`config.mk`:
```
export PLATFORM = sky130hd
export DESIGN_NAME = vector_issue_scoreboard
export DESIGN_NICKNAME = d
export VERILOG_FILES = /design/src/rtl/dragonfang_pkg.sv /design/src/rtl/vector_hazard_check.sv /design/src/rtl/vector_issue_scoreboard.sv
export SDC_FILE = /design/constraint.sdc
export NUM_CORES = 1
export LEC_CHECK = 0
export BUFFER_PORTS_ARGS = -buffer_cell sky130_fd_sc_hd__buf_2
export CORE_MARGIN = 8
export CORE_UTILIZATION = 56
export CTS_CLUSTER_SIZE = 16
export DETAILED_ROUTE_END_ITERATION = 7
export PLACE_DENSITY = 0.86
export SLEW_MARGIN = 15
export SYNTH_ARGS = -nofsm -noshare
export SYNTH_HDL_FRONTEND = slang
export SYNTH_SLANG_ARGS = --single-unit
```
`constraint.sdc`:
```
create_clock -name clock -period 2.9 [get_ports clock]
set_clock_uncertainty 0.05 [all_clocks]
set_input_delay 0.58 -clock clock [delete_from_list [all_inputs] [get_ports clock]]
set_output_delay 0.58 -clock clock [all_outputs]
set_load 0.01 [all_outputs]
```
`src/rtl/dragonfang_pkg.sv`:
```
// Shared definitions for the dragonfang vector issue path: register tag
// width, default sizing and the decoded-instruction record held at issue.
package dragonfang_pkg;

  localparam int TAG_LENGTH              = 5;
  localparam int NUM_VREGS_DEFAULT       = 2 ** TAG_LENGTH;
  localparam int MAX_OUTSTANDING_DEFAULT = 8;
  localparam int STALL_CNT_WIDTH_DEFAULT = 16;

  typedef logic [TAG_LENGTH-1:0] vreg_tag_t;

  // Everything the issue stage needs to know about one decoded instruction.
  typedef struct packed {
    vreg_tag_t vs1_address;
    vreg_tag_t vs2_address;
    vreg_tag_t vd_address;
    logic      uses_vs1;
    logic      uses_vs2;
    logic      uses_vd;
    logic      masked;
    logic      writes_vd;
  } issue_request_t;

  // Issue controller states: nothing held, held but hazarded, presented to register read.
  typedef enum logic [1:0] {
    ISSUE_EMPTY = 2'd0,
    ISSUE_WAIT  = 2'd1,
    ISSUE_VALID = 2'd2
  } issue_state_t;

endpackage

```
`src/rtl/vector_hazard_check.sv`:
```
// Combinational hazard evaluation for the held vector instruction: RAW on
// vs1/vs2/v0-mask, WAW (and read-modify-write) on vd, and write credits.
module vector_hazard_check
  import dragonfang_pkg::*;
#(
  parameter int NUM_VREGS = NUM_VREGS_DEFAULT
) (
  input  issue_request_t       req,
  input  logic [NUM_VREGS-1:0] busy_vector,
  input  logic                 wb_valid,
  input  logic [TAG_LENGTH-1:0] wb_address,
  input  logic                 credits_at_max,
  output logic                 hazard
);

  logic [NUM_VREGS-1:0] eff_busy;
  logic                 credits_full;
  logic                 vs1_hit;
  logic                 vs2_hit;
  logic                 vd_hit;
  logic                 mask_hit;

  // A register retiring this cycle is treated as free; register read forwards it.
  always_comb begin
    eff_busy = busy_vector;
    if (wb_valid) begin
      eff_busy[wb_address] = 1'b0;
    end
  end

  // A write-back that actually retires a pending writer frees a credit this cycle.
  always_comb begin
    credits_full = credits_at_max & ~(wb_valid & busy_vector[wb_address]);
  end

  // Combine source reads, destination ordering, mask read and credit pressure.
  always_comb begin
    vs1_hit  = req.uses_vs1 & eff_busy[req.vs1_address];
    vs2_hit  = req.uses_vs2 & eff_busy[req.vs2_address];
    vd_hit   = (req.uses_vd | req.writes_vd) & eff_busy[req.vd_address];
    mask_hit = req.masked & eff_busy[0];
    hazard   = vs1_hit | vs2_hit | vd_hit | mask_hit | (req.writes_vd & credits_full);
  end

endmodule

```
`src/rtl/vector_issue_scoreboard.sv`:
```
// In-order vector issue controller. Holds one decoded instruction until its
// register hazards clear and a write credit is free, then presents the
// register addresses to register read. Write-backs retire busy registers.
module vector_issue_scoreboard
  import dragonfang_pkg::*;
#(
  parameter int  NUM_VREGS       = NUM_VREGS_DEFAULT,
  parameter int  MAX_OUTSTANDING = MAX_OUTSTANDING_DEFAULT,
  parameter int  STALL_CNT_WIDTH = STALL_CNT_WIDTH_DEFAULT,
  localparam int OUT_WIDTH       = $clog2(MAX_OUTSTANDING + 1)
) (
  input  logic                       clock,
  input  logic                       reset_n,
  input  logic                       flush,
  input  logic                       dec_valid,
  output logic                       dec_ready,
  input  logic [TAG_LENGTH-1:0]      dec_vs1_address,
  input  logic [TAG_LENGTH-1:0]      dec_vs2_address,
  input  logic [TAG_LENGTH-1:0]      dec_vd_address,
  input  logic                       dec_uses_vs1,
  input  logic                       dec_uses_vs2,
  input  logic                       dec_uses_vd,
  input  logic                       dec_masked,
  input  logic                       dec_writes_vd,
  output logic                       rr_valid,
  input  logic                       rr_ready,
  output logic [TAG_LENGTH-1:0]      rr_v0_address,
  output logic [TAG_LENGTH-1:0]      rr_vs1_address,
  output logic [TAG_LENGTH-1:0]      rr_vs2_address,
  output logic [TAG_LENGTH-1:0]      rr_vd_address,
  input  logic                       wb_valid,
  input  logic [TAG_LENGTH-1:0]      wb_address,
  output logic [NUM_VREGS-1:0]       busy_vector,
  output logic [OUT_WIDTH-1:0]       outstanding,
  output logic [STALL_CNT_WIDTH-1:0] stall_cycles
);

  issue_state_t         state;
  issue_request_t       hold_req;
  issue_request_t       dec_req;
  logic                 hazard;
  logic                 credits_at_max;
  logic                 handshake;
  logic                 issue_set;
  logic                 wb_clear;
  logic [NUM_VREGS-1:0] wb_onehot;
  logic [NUM_VREGS-1:0] vd_onehot;

  // Pack the decoder fields into the record that the hold register stores.
  always_comb begin
    dec_req             = '0;
    dec_req.vs1_address = dec_vs1_address;
    dec_req.vs2_address = dec_vs2_address;
    dec_req.vd_address  = dec_vd_address;
    dec_req.uses_vs1    = dec_uses_vs1;
    dec_req.uses_vs2    = dec_uses_vs2;
    dec_req.uses_vd     = dec_uses_vd;
    dec_req.masked      = dec_masked;
    dec_req.writes_vd   = dec_writes_vd;
  end

  assign credits_at_max = (outstanding == OUT_WIDTH'(MAX_OUTSTANDING));

  vector_hazard_check #(
    .NUM_VREGS (NUM_VREGS)
  ) hazard_check (
    .req            (hold_req),
    .busy_vector    (busy_vector),
    .wb_valid       (wb_valid),
    .wb_address     (wb_address),
    .credits_at_max (credits_at_max),
    .hazard         (hazard)
  );

  // A flushed handshake is not an issue, so it must not claim vd.
  assign handshake = rr_valid & rr_ready & ~flush;
  assign issue_set = handshake & hold_req.writes_vd;
  assign wb_clear  = wb_valid & busy_vector[wb_address];

  // Single-bit masks for the retiring register and the newly claimed destination.
  always_comb begin
    wb_onehot                      = '0;
    vd_onehot                      = '0;
    wb_onehot[wb_address]          = wb_clear;
    vd_onehot[hold_req.vd_address] = issue_set;
  end

  // Accept from decode when empty, or when the presented instruction leaves this cycle.
  always_comb begin
    case (state)
      ISSUE_EMPTY: dec_ready = 1'b1;
      ISSUE_VALID: dec_ready = rr_ready;
      default:     dec_ready = 1'b0;
    endcase
  end

  // Issue FSM: capture, wait out hazards, present until register read takes it.
  always_ff @(posedge clock or negedge reset_n) begin
    if (!reset_n) begin
      state    <= ISSUE_EMPTY;
      hold_req <= '0;
      rr_valid <= 1'b0;
    end else if (flush) begin
      state    <= ISSUE_EMPTY;
      rr_valid <= 1'b0;
    end else begin
      case (state)
        ISSUE_EMPTY: begin
          if (dec_valid) begin
            hold_req <= dec_req;
            state    <= ISSUE_WAIT;
          end
        end
        ISSUE_WAIT: begin
          if (!hazard) begin
            state    <= ISSUE_VALID;
            rr_valid <= 1'b1;
          end
        end
        ISSUE_VALID: begin
          if (rr_ready) begin
            rr_valid <= 1'b0;
            if (dec_valid) begin
              hold_req <= dec_req;
              state    <= ISSUE_WAIT;
            end else begin
              state <= ISSUE_EMPTY;
            end
          end
        end
        default: begin
          state    <= ISSUE_EMPTY;
          rr_valid <= 1'b0;
        end
      endcase
    end
  end

  // Busy bits: retire first, then claim, so a same-cycle claim of the same register wins.
  always_ff @(posedge clock or negedge reset_n) begin
    if (!reset_n) begin
      busy_vector <= '0;
    end else begin
      busy_vector <= (busy_vector & ~wb_onehot) | vd_onehot;
    end
  end

  // In-flight writer count tracks claims and genuine retirements only.
  always_ff @(posedge clock or negedge reset_n) begin
    if (!reset_n) begin
      outstanding <= '0;
    end else begin
      case ({issue_set, wb_clear})
        2'b10:   outstanding <= outstanding + OUT_WIDTH'(1);
        2'b01:   outstanding <= outstanding - OUT_WIDTH'(1);
        default: outstanding <= outstanding;
      endcase
    end
  end

  // Count every cycle the held instruction is blocked, sticking at all-ones.
  always_ff @(posedge clock or negedge reset_n) begin
    if (!reset_n) begin
      stall_cycles <= '0;
    end else if ((state == ISSUE_WAIT) && hazard && !(&stall_cycles)) begin
      stall_cycles <= stall_cycles + STALL_CNT_WIDTH'(1);
    end
  end

  assign rr_v0_address  = '0;
  assign rr_vs1_address = hold_req.vs1_address;
  assign rr_vs2_address = hold_req.vs2_address;
  assign rr_vd_address  = hold_req.vd_address;

endmodule

```
**Yosys cells after proc, flatten, opt, wreduce, memory -nomap -nowiden**

Index checks and enable logic that the tools add are counted.

- Register bits after elaboration: 75
- Word-level logic and storage cells: 96
- Bits of input ports: 31

- Bitwise logic cells: 24
- Equality and inequality tests: 10
- Reductions and logical operators: 12
- $lt $le $gt $ge: 6
- $add $sub $neg: 3
- Mux-type cells: 28

Operator list:

| cell | number |
|---|---|
| 32-bit bitwise AND | 4 |
| 32-bit NOT | 2 |
| 20-bit 2-to-1 mux | 2 |
| 20-bit case mux with 2 select lines | 1 |
| 32-bit 2-to-1 mux | 1 |
| 32-bit bitwise OR | 1 |
| 5-bit by 6-bit less-than comparator with 1-bit output, second input constant | 4 |
| 1-bit binary-select mux with 5-bit select | 4 |
| 16-bit by 1-bit adder with 16-bit output, second input constant | 1 |
| 16-bit AND reduction | 1 |
| 1-bit bitwise AND | 10 |
| 1-bit demux with 5-bit select | 2 |
| 5-bit by 1-bit greater-or-equal comparator with 1-bit output, second input constant | 2 |
| 1-bit 2-to-1 mux | 10 |
| 3-bit inequality test, second input constant | 3 |
| 3-bit AND reduction | 3 |
| 2-bit 2-to-1 mux | 4 |
| 4-bit case mux with 2 select lines | 1 |
| 2-bit case mux with 3 select lines | 1 |
| 1-bit bitwise OR | 5 |
| 4-bit by 1-bit adder with 4-bit output, second input constant | 1 |
| 2-bit by 1-bit == test with 1-bit output, second input constant | 2 |
| 2-bit == test, second input constant | 2 |
| 4-bit == test, second input constant | 1 |
| 9 further kinds | 15 |

**Longest topological paths before layout**

Gate-level depths: netlist (run 1).

- Depth after elaboration: 17
- Depth in mapped cells: 14
- Depth with buffers taken out: 12

**Cells and area by module**

From an unflattened synthesis (run 1), not the netlist that was laid out.

- Cell total of the unflattened synthesis: 622
- Area, all modules: 5,860.6 sq um

By module, submodules not included:

| module | instances | seq. area each (sq um) | area an instance (sq um) | cells an instance |
|---|---|---|---|---|
| vector_issue_scoreboard | 1 | 1,876.8 | 4,204.0 | 397 |
| vector_hazard_check | 1 | 0.0 | 1,656.6 | 225 |

**Worst setup path before layout (run 1)**

No wires, ideal clock.

- Kind: in2reg
- Start point: in wb_address[0]
- End point: reg outstanding[3]
- Stages: 14
- Slack: -0.143 ns
- Library setup time: 0.126 ns
- Data required time: 2.724 ns
- Buffers on the path: 2
- Arrival time: 2.867 ns
- Cell sequence: buf_2 -> clkbuf_1 -> nor2b_1 -> a22oi_1 -> nand4b_1 -> o21ai_0 -> o21a_1 -> ha_1 -> ha_1 -> a21o_1 -> a21oi_1 -> xnor2_1 -> nor2_1 -> xor2_1

- Longest elaborated chain between the ends: 5
- Elaborated cells between the ends (all ways): 7
- Classes of those cells: eq/ne: 2; mux: 3; bitwise: 1; reduce/logical: 1

RTL lines:

| item | line | source |
|---|---|---|
| start, declared | vector_issue_scoreboard.sv:32 | `input logic [TAG_LENGTH-1:0] wb_address,` |
| 1-bit binary-select mux with 5-bit select (*) | vector_issue_scoreboard.sv:78 | `assign wb_clear = wb_valid & busy_vector[wb_address];` |
| 1-bit 2-to-1 mux (not written as such) (*) | vector_issue_scoreboard.sv:78 |  |
| 1-bit bitwise AND (*) | vector_issue_scoreboard.sv:78 |  |
| 2-bit by 1-bit == test with 1-bit output or 2-bit == test (tied branches) | vector_issue_scoreboard.sv:153 | `case ({issue_set, wb_clear})` |
| 4-bit case mux with 2 select lines or 2-bit nonzero test (tied branches) | n/a |  |
| end signal, assigned | vector_issue_scoreboard.sv:154 | `2'b10: outstanding <= outstanding + OUT_WIDTH'(1);` |
| end signal, assigned | vector_issue_scoreboard.sv:155 | `2'b01: outstanding <= outstanding - OUT_WIDTH'(1);` |
| end signal, assigned | vector_issue_scoreboard.sv:156 | `default: outstanding <= outstanding;` |
| end, declared | vector_issue_scoreboard.sv:34 | `output logic [OUT_WIDTH-1:0] outstanding,` |

Every way passes the cells marked *; elsewhere a longest branch is shown, timed or not. The select of a mux whose other input is x is not followed.
A chain may end at the register's enable or synchronous reset.

**Final worst setup path (run 1)**

- Start point: in wb_address[2]
- End point: reg stall_cycles[13]

- Longest elaborated chain between the ends: 16
- Elaborated cells between the ends (all ways): 30
- Classes of those cells: order compare: 2; mux: 11; bitwise: 14; reduce/logical: 3

RTL lines:

| item | line | source |
|---|---|---|
| 5-bit by 6-bit less-than comparator with 1-bit output (not written as such) or 5-bit by 1-bit greater-or-equal comparator with 1-bit output (tied branches) | vector_hazard_check.sv:27 | `eff_busy[wb_address] = 1'b0;` |
| 1-bit logical AND (not written as such) | vector_hazard_check.sv:27 |  |
| 1-bit 2-to-1 mux (not written as such) | vector_hazard_check.sv:27 |  |
| 1-bit demux with 5-bit select | n/a |  |
| 32-bit NOT (no line) | n/a |  |
| 32-bit bitwise AND (no line) | n/a |  |
| 32-bit 2-to-1 mux | vector_hazard_check.sv:26 | `if (wb_valid) begin` |
| 1-bit binary-select mux with 5-bit select, on equally long branches | vector_hazard_check.sv:38, vector_hazard_check.sv:39 |  |
| 1-bit 2-to-1 mux, on equally long branches | vector_hazard_check.sv:38, vector_hazard_check.sv:39 |  |
| 1-bit bitwise AND, on equally long branches | vector_hazard_check.sv:38, vector_hazard_check.sv:39 |  |
| 1-bit bitwise OR (3 in series) | vector_hazard_check.sv:42 | `hazard = vs1_hit \| vs2_hit \| vd_hit \| mask_hit \| (req.writes_vd & credits_full);` |
| 1-bit bitwise OR (*) | vector_hazard_check.sv:42 |  |
| 1-bit logical AND (*) (2 in series) | vector_issue_scoreboard.sv:165 | `end else if ((state == ISSUE_WAIT) && hazard && !(&stall_cycles)) begin` |
| end signal, assigned | vector_issue_scoreboard.sv:166 | `stall_cycles <= stall_cycles + STALL_CNT_WIDTH'(1);` |
| end, declared | vector_issue_scoreboard.sv:35 | `output logic [STALL_CNT_WIDTH-1:0] stall_cycles` |

Marks and branches as above.

==> results.tsv, run 1 <==
metric	value	unit
ant_nets	0	
path_cells	buf_6, or4b_4, o21ai_4, buf_6, nor2_4, o31ai_2, nand4_1, nor4b_4, buf_4, a21oi_4, buf_4, nand4_1, xnor2_1	
tightest_slew	945.8	ps
portBuffers	99	
ys_warn_count	0	
ys_seq_area_share	36.50	%
grt_pass1_wl	28060	um
ff_latch_area	0.001878	sq mm
wl_met3	2044	um
synth_cell_types	75	
peakVddDrop	0.0004706	V
syn_area	0.005142	sq mm
slew_headroom	36.95	%
antenna_found_initial	0	
power.switching	0.001769	W
hp-class	input port to async pin	
pwr-share-comb	44.0	%
dieHeight	111.8	um
finalSetupViolations	0	
cts_buffers	9	
area_delta_synth_final	26.42	%
avgSynthCellArea	9.648	sq um
intPower	0.002421	W
ys_ff_latch	75	
multi_input_area	0.002975	sq mm
top_layer_used	met4	
drt_iter0_markers	663	
finalCriticalPeriod	2870	ps
fin_total_pwr	0.004190	W
post-route-util	71.72	%
synth-edff-count	0	
coreArea	0.009065	sq mm
synthCells	533	
final_common_cell	buf_2	
die-area	0.01250	sq mm
finalWirelength	18020	um
cts_root_buffer	clkbuf_8	
crit_type	input port to flip-flop	
first_global_vias	5257	
report.final.slew_viol_count	0	
critPathRequiredTime	3140	ps
pin_count	105	
crit_slowest_cell	or4b_4	
fillers	663	
power.leakage	2.992	nW
cp-end-kind	flip-flop	
antennaDiodeCount	0	
switching_share	42.23	%
drive_gt1_share	38.92	%
p_per_area	644.5	mW/mm^2
worstSkewPairLatency	370	ps
chipWidth	111.8	um
rsz0062_at_grt	true	
layout_common_cells	94 x buf_2, 82 x buf_4, 74 x dfrtp_1	
path_buf_inv	4	
via_count	5213	
hold_ws	277.8	ps
clock_power_share	18.5	%
outcome	completed	
fmax	0.3485	GHz
drtPass1Iterations	5	
cts_hold_buf	0	
fin_nets	717	
drv_cap	0	
crit_family	simple AND/OR/NAND/NOR gates	
cts.path.max_buffers	2	
cts_num_sinks	75	
place_congestion	1.077	
wirelength_met1	6815	um
start_util	56.73	%
cpPeakStageDelay	630	ps
dp_hpwl	13690	um
rows	35	
cts_tree	done	
final_cells	797	
gr-total-overflow	0	
startpoint_type	input port	
synth_ff_type	dfrtp_1	
post-route-period-util	98.96	%
critPathMaxFanout	6	
wl_met2	8287	um
path_clk_slew	90	ps
seqPwrFrac	37.6	%
async_flop_share	100.0	%
dp_cells	779	
final_hold_viol_count	0	
track_usage	28.44	%
wire_per_inst	22.60	um
drc	0	
arrival	3110	ps
vias_per_cell	6.541	
grt_max_degree	76	
htree_levels	3	
[repair_timing]
action,CTS,global route
gates resized for setup,2,25
setup endpoints to repair,15,21
cloned,0,0
pin swaps,0,7
buffers inserted,0,2
[worst reg2reg max path: stages (launching register included)]
cell and delay (ps):
dfrtp_1 420, buf_4 200, buf_4 170, nand2b_1 180, o2111ai_1 150, o211a_1 170
a211oi_2 200, nand4_1 160, nor4b_4 360, buf_4 190, a21oi_4 60, buf_4 160
nand4_1 110, xnor2_1 120
[per-layer routing]
metal / track usage, % / vias to the layer above
li1: - / 2267
met1: 34.78 / 2478
met2: 45.48 / 389
met3: 7.251 / 79
met4: 14.59 / 0
met5: 0 / -
[power by group through the flow]
stage / clock network, W / registers (W) / logic [W]
after CTS: 0.000787 / 0.00155 / 0.00177
final: 0.000774 / 0.00157 / 0.00184
after detailed placement: 0 / 0.00157 / 0.00175
after global routing: 0.000826 / 0.00160 / 0.00198
after global placement: 0 / 0.00155 / 0.00170
after floorplan: 0 / 0.00148 / 0.00116
[through the flow]
| stage | TNS, ps | area, sq um | worst slack [ps] |
|---|---|---|---|
| after floorplan | 0 | 5169 | 8.886 |
| after global placement | -7397 | 6186 | -415.4 |
| after detailed placement | -8185 | 6186 | -450.2 |
| after CTS | 0 | 6377 | 2.597 |
| after global routing | -94.14 | 6501 | -44.03 |
| final | 0 | 6501 | 30.18 |
[logic make-up (layout without fill, tap and decap cells)]
family	count (synthesis)	in the layout	synth area share, %
AO/OA/AOI/OAI	165	165	21.90
AND/OR/NAND/NOR	135	135	16.16
flip-flops	75	75	36.50
buffers and inverters	72	221	7.567
multiplexers	55	55	12.04
XOR/XNOR	25	25	4.404
adder cells (fa/ha/maj)	5	5	1.363
other	1	5	0.07292
[path summary, 6_finish.rpt]
check                                   start  depth (start not counted)  slack [ps]                end
setup / recovery                wb_address[2]                         13          30   stall_cycles[13]
hold / removal                        reset_n                          1         280  rr_vs2_address[4]
setup reg to reg            rr_vs1_address[0]                         13         120   stall_cycles[13]
hold reg to reg                outstanding[3]                          1         450     outstanding[3]
max in group asynchronous             reset_n                          1        1880     busy_vector[4]
min in group clock         dec_vs2_address[1]                          3         370  rr_vs2_address[1]
[cells in the mapped netlist (6+ instances only)]
| master | number | area [sq um] |
|---|---|---|
| nor2b_1 | 7 | 43.79 |
| and2_1 | 6 | 37.54 |
| a22oi_1 | 10 | 75.07 |
| mux2_2 | 25 | 281.5 |
| o311ai_0 | 7 | 61.31 |
| nand4_1 | 12 | 75.07 |
| o2111ai_1 | 9 | 78.83 |
| a21oi_1 | 6 | 30.03 |
| o31ai_1 | 11 | 82.58 |
| nand3_1 | 7 | 35.03 |
| o211ai_1 | 15 | 112.6 |
| nand3_2 | 6 | 60.06 |
| inv_1 | 17 | 63.81 |
| buf_4 | 22 | 165.2 |
| o21ai_0 | 69 | 345.3 |
| buf_2 | 16 | 80.08 |
| nand2b_1 | 8 | 50.05 |
| nor2_1 | 17 | 63.81 |
| xnor2_1 | 19 | 166.4 |
| mux2i_1 | 27 | 270.3 |
| nand2_1 | 29 | 108.9 |
| clkbuf_1 | 12 | 45.04 |
| dfrtp_1 | 75 | 1877 |
| nor3_1 | 11 | 55.05 |
[sequential cells by signal (all words and copies together) (netlist names)]
register / count
stall_cycles: 16
state: 2
rr_valid: 1
busy_vector: 32
outstanding: 4
rr_vd_address: 5
rr_vs2_address: 5
hold_req: 5
rr_vs1_address: 5
[cell type report]
| type | instances | share of cell area (%) |
|---|---|---|
| inverters | 18 | 1.039 |
| multi-input cells | 390 | 45.77 |
| clock buffers | 9 | 1.905 |
| well taps | 111 | 2.136 |
| clock inverters | 7 | 0.9045 |
| flip-flops and latches | 75 | 28.89 |
| repair buffers | 187 | 19.36 |
Note: power is estimated with default switching activity, not from simulation.
==> run 2, diff against run 1 <==
--- a/config.mk
+++ b/config.mk
@@ -11,6 +11,7 @@
 export CTS_CLUSTER_SIZE = 16
 export DETAILED_ROUTE_END_ITERATION = 7
 export PLACE_DENSITY = 0.86
+export RECOVER_POWER = 25
 export SLEW_MARGIN = 15
 export SYNTH_ARGS = -nofsm -noshare
 export SYNTH_HDL_FRONTEND = slang
==> run 2 against run 1 <==
  * The run now ends with max-capacitance violations, max-slew violations left
  * Utilization barely moved
  * Final cell count did not move
  * Combinational power barely moved
  * Wire length fell by 0.17%
  * Die area did not move
  * Critical endpoint unchanged
  * Largest power group unchanged
==> results.tsv, run 2 (same netlist as run 1, synthesis figures left out) <==
metric	value	unit
finalWirelength	17980	um
ant_nets	0	
path_clk_slew	90	ps
antennaDiodeCount	0	
cp-end-kind	flip-flop	
htree_levels	3	
p_per_area	644.6	mW/mm^2
chipWidth	111.8	um
drive_gt1_share	38.92	%
slew_headroom	-22.92	%
cts.path.max_buffers	2	
cts_buffers	9	
drt_iter0_markers	663	
hp-class	input port to flip-flop	
gr-total-overflow	0	
final_common_cell	buf_2	
fmax	0.3486	GHz
fillers	663	
startpoint_type	input port	
drv_cap	1	
arrival	3110	ps
wire_per_inst	22.56	um
finalSetupViolations	0	
die-area	0.01250	sq mm
hold_start	dec_vs2_address[1]	
outcome	complete, but fails checks	
violations	max-capacitance violations, max-slew violations	
top_register	busy_vector	
largest_reg_flops	32	
start_util	56.73	%
area_delta_synth_final	26.37	%
worstSetupStartpoint	wb_address[2]	
fin_nets	717	
rows	35	
place_congestion	1.077	
layout_common_cells	94 x buf_2, 81 x buf_4, 74 x dfrtp_1	
r2r-start	rr_vs1_address[0]	
via_count	5242	
dpl-instance-area	0.006186	sq mm
drtPass1Iterations	7	
track_usage	28.44	%
finalCriticalPeriod	2869	ps
portBuffers	99	
grt_max_degree	76	
dieHeight	111.8	um
cts_num_sinks	75	
vias_per_cell	6.577	
peakVddDrop	0.0004659	V
cts_tree	done	
fin_total_pwr	0.004189	W
power.leakage	2.992	nW
dp_hpwl	13690	um
grt_pass1_wl	28060	um
setup_tns	0	ps
antenna_found_initial	0	
critPathRequiredTime	3140	ps
reg_top3	busy_vector: 32 flops, stall_cycles: 16 flops	
worstSkewPairLatency	360	ps
cts_root_buffer	clkbuf_8	
tightest_slew	1844	ps
post-route-period-util	98.92	%
report.final.slew_viol_count	76	
first_global_vias	5257	
drc	0	
rsz0062_at_grt	true	
final_area	0.006499	sq mm
coreArea	0.009065	sq mm
pin_count	105	
critPathMaxFanout	6	
final_hold_viol_count	0	
crit_type	input port to flip-flop	
run 2: layer usage:
layer  vias to the layer above  part of all wire (%)  track usage, %
met4                         0                   4.6           14.59
met5                         -                     0               0
met3                        79                    11           7.251
met2                       387                    46           45.48
li1                       2270                     -               -
met1                      2506                    39           34.78
run 2: timing repair:
action	CTS	global route
setup endpoints to repair	15	21
hold buffers	0	0
endpoints found under the hold margin	0	0
buffers inserted	0	2
resized for setup	2	25
pin swaps	0	7
run 2: per-stage QoR:
| stage | hold WS [ps] | util [%] | setup WS [ps] | instances |
|---|---|---|---|---|
| floorplan | 234.4 | - | 8.886 | 537 |
| global placement | 420.8 | 68.24 | -415.4 | 779 |
| detailed placement | 436.0 | 68.24 | -450.2 | 779 |
| CTS | 346.2 | 70.35 | 2.597 | 795 |
| global route | 375.7 | 71.69 | -44.03 | 797 |
| finish | 372.8 | 71.69 | 31.24 | 797 |
run 2: path summary, 6_finish.rpt:
| check | endpoint | slack [ps] | cells past startpoint |
|---|---|---|---|
| min in group asynchronous | rr_vs2_address[4] | 640 | 1 |
| max in group asynchronous | rr_vs2_address[1] | 990 | 1 |
| worst min register to register | outstanding[3] | 450 | 1 |
| worst min-delay path | rr_vs2_address[1] | 370 | 3 |
| worst max register to register | stall_cycles[13] | 120 | 13 |
| worst max-delay path | stall_cycles[13] | 30 | 13 |
run 2: final cells by class:
| class | instances | area [sq um] | area share, % |
|---|---|---|---|
| multi-input cells | 390 | 2975 | 45.78 |
| repair buffers | 187 | 1256 | 19.33 |
| clock buffers | 9 | 123.9 | 1.906 |
| flip-flops and latches | 75 | 1878 | 28.90 |
| clock inverters | 7 | 58.81 | 0.9049 |
| well taps | 111 | 138.9 | 2.137 |
| inverters | 18 | 67.56 | 1.040 |
run 2: critical path, cell delays in order:
cell and delay [ps]:
buf_6 100, or4b_4 630, o21ai_4 220, buf_6 130
nor2_4 40, o31ai_2 240, nand4_1 160, nor4b_4 360
buf_4 190, a21oi_4 60, buf_4 160, nand4_1 110
xnor2_1 120
run 2: report_power, final:
part | switching [W] | total, W | internal, W
registers | 0.000333 | 0.00157 | 0.00124
logic | 0.000987 | 0.00184 | 0.000857
clock network | 0.000449 | 0.000773 | 0.000324
